--- src/rtl/serialarith_pkg.sv ---
// Shared encodings and sizing helpers for the bit-serial arithmetic blocks.
package serialarith_pkg;

  typedef enum logic [1:0] {
    IDLE = 2'd0,
    RUN  = 2'd1,
    DONE = 2'd2
  } state_t;

  // A counter must be at least one bit wide, even for a single-bit chain.
  function automatic int cntwidth(input int n);
    return (n > 1) ? $clog2(n) : 1;
  endfunction

endpackage

--- src/rtl/fullsubtractor_1.sv ---
// Single-bit full subtractor cell: d = x - y - bin, bout set on underflow.
// Purely combinational; zero latency, no flow control.
module fullsubtractor_1 (
  input  logic x,
  input  logic y,
  input  logic bin,
  output logic d,
  output logic bout
);

  assign d    = x ^ y ^ bin;
  assign bout = (~x & y) | (~(x ^ y) & bin);

endmodule

--- src/rtl/serialsubtractor_x.sv ---
// Bit-serial unsigned subtractor X - Y - Borrowin, LSB first, one bit per clk1 edge.
// Result arrives chainnumber+1 cycles after an accepted start; start is ignored while busy.
module serialsubtractor_x
  import serialarith_pkg::*;
#(
  parameter int chainnumber = 8
) (
  input  logic                   clk1,
  input  logic                   rst_n,
  input  logic                   start,
  input  logic [chainnumber-1:0] X,
  input  logic [chainnumber-1:0] Y,
  input  logic                   Borrowin,
  output logic                   busy,
  output logic                   done,
  output logic [chainnumber-1:0] Difference,
  output logic                   Borrowout
);

  localparam int cw = cntwidth(chainnumber);

  state_t                 state_q, state_d;
  logic [cw-1:0]          cnt_q;
  logic [chainnumber-1:0] xs_q, ys_q, diff_q, diff_next;
  logic                   b_q, bout_q;
  logic                   d, bnext;
  logic                   last, accept;

  fullsubtractor_1 u_cell (
    .x    (xs_q[0]),
    .y    (ys_q[0]),
    .bin  (b_q),
    .d    (d),
    .bout (bnext)
  );

  // New bit enters from the MSB side so bit i lands at position i after the last shift.
  generate
    if (chainnumber == 1) begin : g_one
      assign diff_next = d;
    end else begin : g_many
      assign diff_next = {d, diff_q[chainnumber-1:1]};
    end
  endgenerate

  assign last = (cnt_q == cw'(chainnumber - 1));

  always_comb begin
    state_d = state_q;
    accept  = 1'b0;
    case (state_q)
      IDLE: begin
        if (start) begin
          state_d = RUN;
          accept  = 1'b1;
        end
      end
      RUN: begin
        if (last) state_d = DONE;
      end
      DONE: begin
        if (start) begin
          state_d = RUN;
          accept  = 1'b1;
        end else begin
          state_d = IDLE;
        end
      end
      default: state_d = IDLE;
    endcase
  end

  always_ff @(posedge clk1) begin
    if (!rst_n) begin
      state_q <= IDLE;
      cnt_q   <= '0;
      xs_q    <= '0;
      ys_q    <= '0;
      b_q     <= 1'b0;
      diff_q  <= '0;
      bout_q  <= 1'b0;
    end else begin
      state_q <= state_d;
      if (accept) begin
        xs_q  <= X;
        ys_q  <= Y;
        b_q   <= Borrowin;
        cnt_q <= '0;
      end else if (state_q == RUN) begin
        xs_q   <= xs_q >> 1;
        ys_q   <= ys_q >> 1;
        b_q    <= bnext;
        diff_q <= diff_next;
        if (last) bout_q <= bnext;
        else      cnt_q  <= cnt_q + cw'(1);
      end
    end
  end

  assign busy       = (state_q == RUN);
  assign done       = (state_q == DONE);
  assign Difference = diff_q;
  assign Borrowout  = bout_q;

endmodule
--- config.mk ---
export PLATFORM = sky130hd
export DESIGN_NAME = serialsubtractor_x
export DESIGN_NICKNAME = d
export VERILOG_FILES = /design/src/rtl/serialarith_pkg.sv /design/src/rtl/fullsubtractor_1.sv /design/src/rtl/serialsubtractor_x.sv
export SDC_FILE = /design/constraint.sdc
export NUM_CORES = 1
export LEC_CHECK = 0
export CORE_ASPECT_RATIO = 1.5
export CORE_UTILIZATION = 43
export CTS_BUF_LIST = sky130_fd_sc_hd__clkbuf_4 sky130_fd_sc_hd__clkbuf_8 sky130_fd_sc_hd__clkbuf_16
export DETAILED_ROUTE_END_ITERATION = 12
export PLACE_DENSITY = 0.73
export SLEW_MARGIN = 25
export SYNTH_ARGS = -nofsm -noshare
export SYNTH_HDL_FRONTEND = slang
export SYNTH_SLANG_ARGS = --single-unit
--- constraint.sdc ---
create_clock -name clk1 -period 1.21 [get_ports clk1]
set_input_delay 0.242 -clock clk1 [delete_from_list [all_inputs] [get_ports clk1]]
set_output_delay 0.242 -clock clk1 [all_outputs]
set_load 0.03 [all_outputs]
Yosys cells after proc, flatten, opt, wreduce, memory -nomap -nowiden. Cells that the tools add are included. Widths: inputs -> output; s select.

Bitwise gates (word level): 10. Mux-type cells: 12. Reductions and logical operators: 8. $add $sub $neg: 1. Equal/unequal tests: 5.

Operators with widths (count): $mux 8 (4); $pmux 2 s3 (1); $reduce_and 2->1 (3); $mux 1 (5); $not 1->1 (5); $mux 2 (2); $reduce_or 2->1 (2); $add 3x1->3 const B (1); $eq 3x3->1 const B (1); $reduce_and 3->1 (1); $and 1x1->1 (2); $eq 2x1->1 const B (1); $eq 2x2->1 const B (1); $logic_not 2->1 (1); $ne 2x1->1 const B (1); $ne 2x2->1 const B (1); $reduce_bool 2->1 (1); $xor 1x1->1 (2); $or 1x1->1 (1).

Output and inout bits: 11. Bits in registers: 31. Logic and storage cells: 43. Input bits: 20.

Longest topological paths before layout.
Depth after elaboration: 6. Gate-level depth with buffers: 7. Mapped depth without buffers: 5.

Cells and area by module. Synthesis repeated with hierarchy kept, for this count alone.

Cell total of the unflattened synthesis: 152. Area, all modules: 1338.8 µm².

By module, submodules not included: serialsubtractor_x (sequential area each 620.6 µm², instances 1, area an instance 1307.5 µm², cells each 148); fullsubtractor_1 (sequential area each 0.0 µm², instances 1, area an instance 31.3 µm², cells each 4).

Worst setup path after synthesis. OpenSTA, ideal clock, no wires.

Path kind: reg2reg. From: reg cnt_q[0]. To: reg cnt_q[0]. Period minus slack after synthesis: 1300 ps. Cell stages (with the launch flop): 6. Data required time: 1095 ps. Arrival time: 1185 ps. Buffers on the path: 0. Path slack: -90 ps. Setup time: 115 ps. Path through: dfxtp_1 > ha_1 > ha_1 > nor3b_2 > xnor2_1 > nor2_1.

Longest elaborated chain between the ends: 3. Elaborated cells between the ends (all ways): 4. Those cells by class: add/sub: 1; eq/ne: 1; bitwise: 1; reduce/logical: 1.

RTL lines: start: declaration (RTL line serialsubtractor_x.sv:23) `logic [cw-1:0] cnt_q;`; start signal: assignment (RTL line serialsubtractor_x.sv:95) `else cnt_q <= cnt_q + cw'(1);`; branches (longest 3 deep; another with $add 3x1->3).

Parallel ways; which one is timed is not known. A chain may end at the register's enable or synchronous reset.

Final worst setup path.
From: reg cnt_q[0]. To: reg state_q[0].

Longest elaborated chain between the ends: 3.

RTL lines: $eq 3x3->1 (RTL line serialsubtractor_x.sv:46) `assign last = (cnt_q == cw'(chainnumber - 1));`; $ne 2x1->1 (no source line); $reduce_and 2->1 (no source line); end signal: assignment (RTL line serialsubtractor_x.sv:83) `state_q <= state_d;`; end: declaration (RTL line serialsubtractor_x.sv:22) `state_t state_q, state_d;`.

Every way passes these cells.

==> results_dict.tcl <==
set metrics [dict create \
    outcome "complete, but fails checks" \
    violations "DRC, setup timing" \
    path_max_fanout 4 \
    die_x_um 46.9 \
    ios 31 \
    crit_type "register to register" \
    cts.path.max_buffers 2 \
    cts_tree "done" \
    fin_util 0.674 \
    gp_congestion 0.686 \
    slew_viol_final 0 \
    die_h_um 69.4 \
    grt_overflow 0 \
    synth-seq-cells 31 \
    root_buffer "clkbuf_8" \
    clock_sinks 31 \
    layout.nets 217 \
    endpoint_kind "register" \
    ctsHoldBuffers 0 \
    max_slew.worst_pin.slew_ns 0.270 \
    synth_fp_nets 172 \
    io_buffers 30 \
    cts_max_level 2 \
    relSlewSlack 0.820 \
    setup_viol 4 \
    insertion_delay_ns 0.28 \
    syn_inst 149 \
    drc_errors 1 \
    hold_path_class "register to register" \
    antennaDiodeCount 0 \
    avgSynthCellArea_um2 8.74 \
    power_leakage_nw 0.753 \
    drt_iter0_drc 40 \
    grt_pass1_wl_mm 5.11 \
    yosysWarnings 0 \
    dp_cells 218 \
    setup_slack_ns -0.0426 \
    initial_utilization 0.452 \
    syn_area_um2 1300 \
    ant_nets 0 \
    power_density_nw_per_um2 1280 \
    post-dp-hpwl_mm 1.99 \
    vias 1242 \
    track_usage 0.215 \
    routedWlPerCell_um 14.4 \
    vdd_drop_max_mv 1.03 \
    skew_ns 0.00458 \
    critPathRequiredTime_ns 1.42 \
    vias_per_cell 5.31 \
    num_rows 24 \
    syn_to_final_growth_pct 49.3 \
    first_pass_iters 8 \
    min_period_over_period 1.04 \
    cts_buffers 5 \
    drt-total-wl_mm 3.36 \
    antenna_found_initial 0 \
    grt_pass1_vias 1217 \
    clk_pin_slew_worst_paths_ns 0.06 \
    core_um2 2880 \
    finalHoldViolations 0 \
    max_cap_viol_count 0 \
    min_period_ns 1.25 \
    crit_arrival_ns 1.46 \
    rsz0062_at_grt "true" \
    drive_above_1_share 0.318 \
    ys_seq_area_frac 0.476 \
    ys_types 31 \
    crit_path_start_kind "register" \
    grt_max_degree 26 \
    die_area_um2 3260 \
    fmax_mhz 798 \
    final_cells 234 \
]
repair_timing:
action	in CTS	in global routing
setup buffers	5	1
endpoints found under the hold margin	0	0
gates resized for setup	14	19
pin swaps	4	4
setup endpoints to repair	7	23
cloned	1	1
synth_stat cells, drive strengths merged:
| master | instances | area, um^2 |
|---|---|---|
| mux2i | 1 | 10.0 |
| buf | 9 | 83.8 |
| a211oi | 1 | 7.51 |
| xnor2 | 1 | 8.76 |
| inv | 4 | 17.5 |
| o21ai | 9 | 45.0 |
| clkbuf | 3 | 12.5 |
| nor3b | 1 | 12.5 |
| nor3 | 14 | 75.1 |
| a31oi | 6 | 37.5 |
| ha | 2 | 25.0 |
| nor2 | 3 | 11.3 |
| a311oi | 1 | 15.0 |
| fa | 1 | 20.0 |
| a22oi | 2 | 15.0 |
| o22ai | 6 | 37.5 |
| dfxtp | 31 | 621 |
| nand2 | 32 | 120 |
| nand3 | 3 | 15.0 |
| and3 | 1 | 6.26 |
| nor2b | 2 | 12.5 |
| nand2b | 2 | 12.5 |
| a21oi | 14 | 81.3 |
per-layer routing:
| layer | GRT usage | share of wire | wire, um |
|---|---|---|---|
| met1 | 0.228 | 0.38 | 1270 |
| met2 | 0.377 | 0.57 | 1910 |
| met3 | 0.0573 | 0.033 | 112 |
| met4 | 0.0857 | 0.019 | 65 |
| met5 | 0 | 0 | 0 |
logic make-up after synthesis:
| kind of cell | share of synthesized area |
|---|---|
| simple gates | 0.204 |
| compound gates | 0.183 |
| flops | 0.476 |
| mux | 0.00769 |
| fa+ha+maj | 0.0346 |
| xor+xnor | 0.00673 |
| buf+inv | 0.0874 |
registers in the layout (all words and copies together) (netlist names):
name,count
ys_q,8
state_q,2
Difference,8
b_q,1
Borrowout,1
xs_q,8
cnt_q,3
power breakdown:
| part | leakage (nW) | internal [mW] | switching [mW] | total [mW] |
|---|---|---|---|---|
| logic | 0.443 | 0.234 | 0.222 | 0.456 |
| registers | 0.256 | 1.08 | 0.0417 | 1.13 |
| clock network | 0.0549 | 0.541 | 0.369 | 0.910 |
| total | 0.753 | 1.86 | 0.633 | 2.49 |
worst max-delay path, stage by stage (launching register included):
cell	delay [ns]
dfxtp_2	0.33
ha_4	0.16
ha_4	0.16
nor3b_4	0.27
buf_6	0.15
nor2_4	0.03
nor2_1	0.08
cell type report:
class | instances | area [um^2]
inverters | 4 | 22.5
clock buffers | 8 | 104
flip-flops and latches | 31 | 628
repair buffers | 49 | 478
repair inverters | 1 | 6.26
multi-input cells | 102 | 657
well taps | 39 | 48.8
fillers | 233 | 938
layout by cell type (no fill, tap or decap), types with 2 or more instances in the layout:
master / count
nand3_1: 3
nand2_1: 32
nor2b_4: 2
dfxtp_2: 3
dfxtp_1: 27
a22oi_1: 2
a31oi_1: 6
buf_4: 20
nand2b_4: 2
o21ai_0: 7
ha_4: 2
a21oi_1: 10
clkdlybuf4s50_1: 18
nor3_1: 13
inv_1: 3
nor2_1: 2
buf_6: 8
o22ai_1: 5
clkbuf_8: 7
a21oi_2: 4
final timing paths:
path	from	to	slack, ns	cells past startpoint
max	cnt_q[0]	state_q[0]	-0.04	6
min	Difference[0]	Difference[0]	0.47	2
max reg2reg	cnt_q[0]	state_q[0]	-0.04	6
min reg2reg	Difference[0]	Difference[0]	0.47	2
through the flow:
stage	total power, mW	cell area [um^2]	setup TNS, ns	setup WS (ns)	hold slack [ns]
after CTS	2.44	1840	-0.113	-0.0632	0.472
after global routing	2.60	1940	-0.571	-0.103	0.482
after floorplan	1.37	1320	0	0.0100	0.378
after detailed placement	1.50	1650	-2.86	-0.301	0.460
after global placement	1.48	1650	-2.32	-0.253	0.447
final	2.49	1940	-0.0963	-0.0426	0.465
(Power assumes the default switching activity.)
